File: config.mk
export PLATFORM = sky130hd
export DESIGN_NAME = sync_down_timer_flat
export DESIGN_NICKNAME = d
export VERILOG_FILES = /design/src/rtl/counters_pkg.sv /design/src/rtl/sync_down_timer_if.sv /design/src/rtl/jk_ff_n.sv /design/src/rtl/sync_down_timer.sv /design/src/flat_wrapper.sv
export SDC_FILE = /design/constraint.sdc
export NUM_CORES = 1
export LEC_CHECK = 0
export ABC_AREA = 1
export CORE_MARGIN = 4
export CORE_UTILIZATION = 45
export CTS_CLUSTER_DIAMETER = 60
export DETAILED_ROUTE_END_ITERATION = 10
export GPL_TIMING_DRIVEN = 0
export PLACE_DENSITY = 0.75
export SETUP_SLACK_MARGIN = 0.5
export SYNTH_ARGS = -nofsm -noshare
export SYNTH_HDL_FRONTEND = slang
export SYNTH_SLANG_ARGS = --single-unit
File: constraint.sdc
create_clock -name clk -period 1.9 [get_ports clk]
set_input_delay 0.19 -clock clk [delete_from_list [all_inputs] [get_ports clk]]
set_output_delay 0.19 -clock clk [all_outputs]
set_load 0.05 [all_outputs]
File: src/rtl/counters_pkg.sv
// counters_pkg: shared state encoding for the team's synchronous counters
package counters_pkg;
    localparam logic [1:0] ST_IDLE = 2'd0, ST_RUN = 2'd1, ST_DONE = 2'd2;
    typedef enum logic [1:0] {S_IDLE = ST_IDLE, S_RUN = ST_RUN, S_DONE = ST_DONE} state_t;
endpackage

File: src/rtl/sync_down_timer_if.sv
// sync_down_timer_if: control and status bundle of the down timer
interface sync_down_timer_if #(parameter int WIDTH = 4);
    logic             load;
    logic [WIDTH-1:0] load_val;
    logic             start;
    logic             stop;
    logic             periodic;
    logic [WIDTH-1:0] q;
    logic             busy;
    logic             done;
    logic             tc;
    modport master (output load, load_val, start, stop, periodic, input q, busy, done, tc);
    modport slave  (input load, load_val, start, stop, periodic, output q, busy, done, tc);
endinterface

File: src/rtl/jk_ff_n.sv
// jk_ff_n: JK flip-flop (00 hold, 01 reset, 10 set, 11 toggle), async active-low reset to 0
module jk_ff_n (
    input  logic clk,
    input  logic rst_n,
    input  logic j,
    input  logic k,
    output logic q
);
    always_ff @(posedge clk or negedge rst_n)
        if (!rst_n) q <= 1'b0;
        else        q <= (j & k) ? ~q : j ? 1'b1 : k ? 1'b0 : q;
endmodule

File: src/rtl/sync_down_timer.sv
// sync_down_timer: loadable one-shot/periodic down timer built from toggle-mode JK bits
module sync_down_timer import counters_pkg::*; #(parameter int WIDTH = 4) (
    input  logic             clk,
    input  logic             rst_n,
    sync_down_timer_if.slave bus
);
    state_t           state, state_n;
    logic [WIDTH-1:0] q, reload, wv;
    logic             tc, tc_n, go, run, zero, en, rl, ld, wr;
    always_comb begin
        go      = bus.start & ~bus.stop;
        run     = state[0];
        zero    = q == '0;
        en      = run & ~zero & ~bus.start & ~bus.stop;
        tc_n    = run & zero & ~bus.start & ~bus.stop;
        rl      = tc_n & bus.periodic;
        ld      = bus.load & ~run & ~go;
        wr      = go | rl | ld;
        wv      = (go | rl) ? reload : bus.load_val;
        state_n = bus.stop ? S_IDLE : bus.start ? S_RUN : (tc_n & ~bus.periodic) ? S_DONE : state;
    end
    // writes use J/K as set/reset; otherwise bit i toggles when all lower bits are zero
    for (genvar i = 0; i < WIDTH; i++) begin : g_bit
        localparam logic [WIDTH-1:0] LOW = WIDTH'((1 << i) - 1);
        logic t;
        assign t = en & ((q & LOW) == '0);
        jk_ff_n u_ff (.clk(clk), .rst_n(rst_n), .j(wr ? wv[i] : t), .k(wr ? ~wv[i] : t), .q(q[i]));
    end
    always_ff @(posedge clk or negedge rst_n)
        if (!rst_n) begin
            state  <= S_IDLE;
            reload <= '0;
            tc     <= 1'b0;
        end else begin
            state <= state_n;
            tc    <= tc_n;
            if (bus.load) reload <= bus.load_val;
        end
    assign bus.q    = q;
    assign bus.busy = state[0];
    assign bus.done = state == S_DONE;
    assign bus.tc   = tc;
endmodule
File: src/flat_wrapper.sv
// flat-port wrapper written by rule: the top's interface ports become plain ports
module sync_down_timer_flat import counters_pkg::*;
#(parameter int WIDTH = 4)
  (clk, rst_n, bus_load, bus_load_val, bus_start, bus_stop, bus_periodic, bus_q, bus_busy, bus_done, bus_tc);
  sync_down_timer_if #(.WIDTH(WIDTH)) bus_i ();
  input  logic clk;
  input  logic rst_n;
  input wire logic [$bits(bus_i.load)-1:0] bus_load;
  input wire logic [$bits(bus_i.load_val)-1:0] bus_load_val;
  input wire logic [$bits(bus_i.start)-1:0] bus_start;
  input wire logic [$bits(bus_i.stop)-1:0] bus_stop;
  input wire logic [$bits(bus_i.periodic)-1:0] bus_periodic;
  output wire logic [$bits(bus_i.q)-1:0] bus_q;
  output wire logic [$bits(bus_i.busy)-1:0] bus_busy;
  output wire logic [$bits(bus_i.done)-1:0] bus_done;
  output wire logic [$bits(bus_i.tc)-1:0] bus_tc;
  assign bus_i.load = bus_load;
  assign bus_i.load_val = bus_load_val;
  assign bus_i.start = bus_start;
  assign bus_i.stop = bus_stop;
  assign bus_i.periodic = bus_periodic;
  assign bus_q = bus_i.q;
  assign bus_busy = bus_i.busy;
  assign bus_done = bus_i.done;
  assign bus_tc = bus_i.tc;
  sync_down_timer #(.WIDTH(WIDTH)) u_core (.clk(clk), .rst_n(rst_n), .bus(bus_i));
endmodule
# Word level (Yosys, flattened, before mapping)
# Index checks and enable logic that the tools add are counted.
[totals]
reg_bits = 11
out_inout_bits = 7
wordCells = 75
[classes]
eq_ne = 1
n_reduce_logical = 9
n_mux = 24
bitwise_logic = 34
[op_table]
columns = ["operator", "count"]
rows = [
  ["1-bit two-way mux", 20],
  ["1-bit bitwise AND", 18],
  ["4-bit logical NOT", 4],
  ["3-bit nonzero test", 5],
  ["1-bit inverter", 14],
  ["2-bit two-way mux", 3],
  ["4-bit two-way mux", 1],
  ["2-bit equality test, second input constant", 1],
  ["1-bit bitwise OR", 2],
]

# Longest topological paths before layout
[logic_depth]
word_depth = 12
ltp_mapped = 9
mapped_depth_nobuf = 9

# Hierarchy
# From an unflattened synthesis, not the netlist that was laid out.
[hier_totals]
cells_unflattened = 108
hier_area_um2 = 765.7
[modules_own_cells]
columns = ["mod", "area_each_um2", "instances", "cells_per_inst", "seq_area_each_um2"]
rows = [
  ["sync_down_timer", 590.6, 1, 84, 175.2],
  ["jk_ff_n", 43.8, 4, 6, 25.0],
]

# Worst setup path before layout
# No wires, ideal clock.
[synth_path]
path_kind = "reg2out"
startpoint = "register u_core.state[0]"
endpoint = "output port bus_done"
path_slack_ns = 0.354
arrival_ns = 1.356
stages_incl_launch_ff = 2
path_buffers = 0
required_time_ns = 1.710
path_cell_list = "dfrtp_1 -> nor2_1"
[synth_via]
elab_chain_cells = 1
[synth_lines]
columns = ["element", "line_no", "source"]
rows = [
  ["start: declaration", "sync_down_timer.sv:7", "state_t state, state_n;"],
  ["start signal: assignment", "sync_down_timer.sv:35", "state <= state_n;"],
  ["2-bit equality test", "sync_down_timer.sv:41", "assign bus.done = state == S_DONE;"],
  ["end: declaration", "flat_wrapper.sv:15", "output wire logic [$bits(bus_i.done)-1:0] bus_done;"],
]
# Every way passes these cells.

# Worst setup path after layout
[layout_path]
startpoint = "register u_core.g_bit[1].u_ff.q"
endpoint = "output port bus_q[1]"
[layout_rtl]
columns = ["element", "line_no", "source"]
rows = [
  ["start: declaration", "jk_ff_n.sv:7", "output logic q"],
  ["start signal: assignment", "jk_ff_n.sv:11", "else q <= (j & k) ? ~q : j ? 1'b1 : k ? 1'b0 : q;"],
  ["end: declaration", "flat_wrapper.sv:13", "output wire logic [$bits(bus_i.q)-1:0] bus_q;"],
]
# No word-level cell between the ends.

==> results_dict.tcl <==
set metrics [dict create \
    fp-row-count 13 \
    period_minus_slack_ns 1.345 \
    grt_pass1_wl_um 2187 \
    cts_buffers 3 \
    clock_sinks 11 \
    cts_tree "built" \
    fp.dieW_um 45.70 \
    syn_nets 96 \
    antenna_found_initial 0 \
    netlist_area_um2 639.4 \
    ant_nets 0 \
    hold_path_class "in -> async" \
    ys_ff_latch 11 \
    yosysUniqueCellTypes 18 \
    cp.arrival_ns 1.16 \
    startpoint_type "register" \
    fp.dieH_um 45.70 \
    crit_path_end_kind "output port" \
    dr.pass1.iters 4 \
    skew_ns 0.007179 \
    routabilityCongestion 0.8143 \
    cp_max_fo 4 \
    fin_area_um2 844.6 \
    final_common_cell "nand2_1" \
    relSlewSlack_pct 65.35 \
    cts_root_buf "clkbuf_4" \
    finalNonFillerCells 121 \
    crit_type "reg -> out" \
    required_ns 1.71 \
    cts_max_level 1 \
    io_buffer_count 16 \
    report.final.hold_viol_count 0 \
    post-route-period-util_pct 70.81 \
    final_max_slew_viol_count 0 \
    rsz0062_at_grt "no" \
    place_inst 117 \
    viasPerCell 4.711 \
    worstMarginPinSlew_ns 0.5181 \
    ios 17 \
    wl_per_cell_um 10.83 \
    dpl_cell_area_um2 822.0 \
    clock_latency_ns 0.28 \
    hold_buffers 0 \
    gr-total-overflow 0 \
    drc 0 \
    syn_inst 86 \
    grtUsageTotal_pct 15.20 \
    drt_wl_total_um 1311 \
    dr.first_iter.drc_count 16 \
    final_nets 117 \
    ys_seq_area_share_pct 43.05 \
    place_hpwl_um 1025 \
    slowest_stage "dfrtp_1" \
    clock.fmax_ghz 0.7433 \
    cp_cell_sequence "buf_4 > clkdlybuf4s15_2" \
    grt_max_degree 12 \
    tns_ns 0 \
    clock_tree.buffer_depth 2 \
    syn_area_per_cell_um2 7.434 \
    area_growth_pct 32.09 \
    clk_pin_slew_ns 0.08 \
    drive_gt1_share_pct 23.58 \
    die_area_um2 2088 \
    yosysWarnings 0 \
    core-area_um2 1318 \
    peakVddDrop_v 0.0003717 \
    final_cell_mix "nand2_1 (29), dfrtp_1 (10), clkdlybuf4s50_1 (9), inv_1 (8), nor2_1 (7)" \
    vias 570 \
    cap_violations 0 \
    max_stage_delay_ns 0.41 \
    initial_core_util_pct 48.53 \
    p_leak_nw 0.4295 \
    finalSetupViolations 0 \
    diodes 0 \
    power_density_nw_per_um2 780.1 \
    status "finished, final reports clean" \
    grt_pass1_vias 492 \
]
[synthesized netlist by cell type (all sizes together)]
master	number	area share, %
buf	4	4.7
dfrtp	11	43
inv	12	7.0
nand2	31	19
nand3	7	7.4
nand3b	1	1.2
nand4	2	2.0
nor2	11	9.2
nor3	1	0.78
o21ai	4	3.1
o21bai	1	1.2
or2	1	0.98
[cells by family (layout without fill, tap and decap cells)]
kind of cell,Yosys count,count (layout),synth area share [%]
AOI/OAI and AO/OA,5,5,4.304
and+or+nand+nor,54,54,40.90
buffers and inverters,16,36,11.74
DFF,11,11,43.05
[power by group]
group	total, W	leakage [nW]	internal (W)	switching (W)
clock	0.000170	0.0150	0.0000817	0.0000885
combinational	0.000212	0.278	0.0000824	0.000130
sequential	0.000276	0.136	0.000258	0.0000188
[layer usage]
metal / routed length (um) / vias to the layer above / share of wire (%) / track usage [%]
li1: - / 306 / - / -
met1: 580 / 245 / 44 / 18.92
met2: 615 / 13 / 47 / 22.28
met3: 75 / 6 / 5.7 / 4.743
met4: 40 / 0 / 3.1 / 10.23
met5: 0 / - / 0 / 0
[critical path: cells and delay by family (launching register included)]
kind | cells | cell delay (ns)
buf+inv | 2 | 0.46
flops | 1 | 0.41
[final timing paths]
kind                                                         start                                  to  slack [ns]  cells past startpoint
worst max-delay path            u_core.g_bit[1].u_ff.q$_DFFE_PN0P_                            bus_q[1]        0.55                      2
min in group clk                                   bus_load_val[0]        u_core.reload[0]$_DFFE_PN0P_        0.47                      3
max in group asynchronous                                    rst_n         u_core.state[0]$_DFFE_PN0P_        1.29                      1
worst min-delay path                                         rst_n        u_core.reload[3]$_DFFE_PN0P_        0.24                      1
worst max register to register  u_core.g_bit[1].u_ff.q$_DFFE_PN0P_  u_core.g_bit[1].u_ff.q$_DFFE_PN0P_        0.62                      8
worst min register to register        u_core.reload[0]$_DFFE_PN0P_        u_core.reload[0]$_DFFE_PN0P_        0.47                      2
[per-stage QoR]
| stage | util [%] | total power, W | hold WS (ns) | setup slack [ns] |
|---|---|---|---|---|
| floorplan | - | 0.0004263 | -0.1056 | 0.6356 |
| global placement | 62.39 | 0.0004930 | 0.4580 | 0.3327 |
| global route | 64.10 | 0.0007027 | 0.2703 | 0.4846 |
| CTS | 64.48 | 0.0006636 | 0.2520 | 0.3113 |
| detailed placement | 62.39 | 0.0004983 | 0.4583 | 0.3212 |
| finish | 64.10 | 0.0006588 | 0.2434 | 0.5547 |
[final cells by class]
type	count	area (um2)
timing repair buffer	16	153.9
clock buffer	4	26.28
sequential	11	276.5
multi-input combinational	59	294.0
inverter	12	45.04
fill	126	473.0
tap	15	18.77
buffer	4	30.03
[registers in the layout, summed over array words and instances, names as in the netlist]
register,cells
u_core.state,2
u_core.bus.tc,1
u_core.reload,4
u_core.g_bit.u_ff.q,4
[timing repair]
item,CTS,global route
endpoints found under the hold margin,0,0
setup endpoints to repair,7,3
pin swaps,0,0
resized for setup,15,5
buffers inserted,0,0
(Power assumes the default switching activity.)
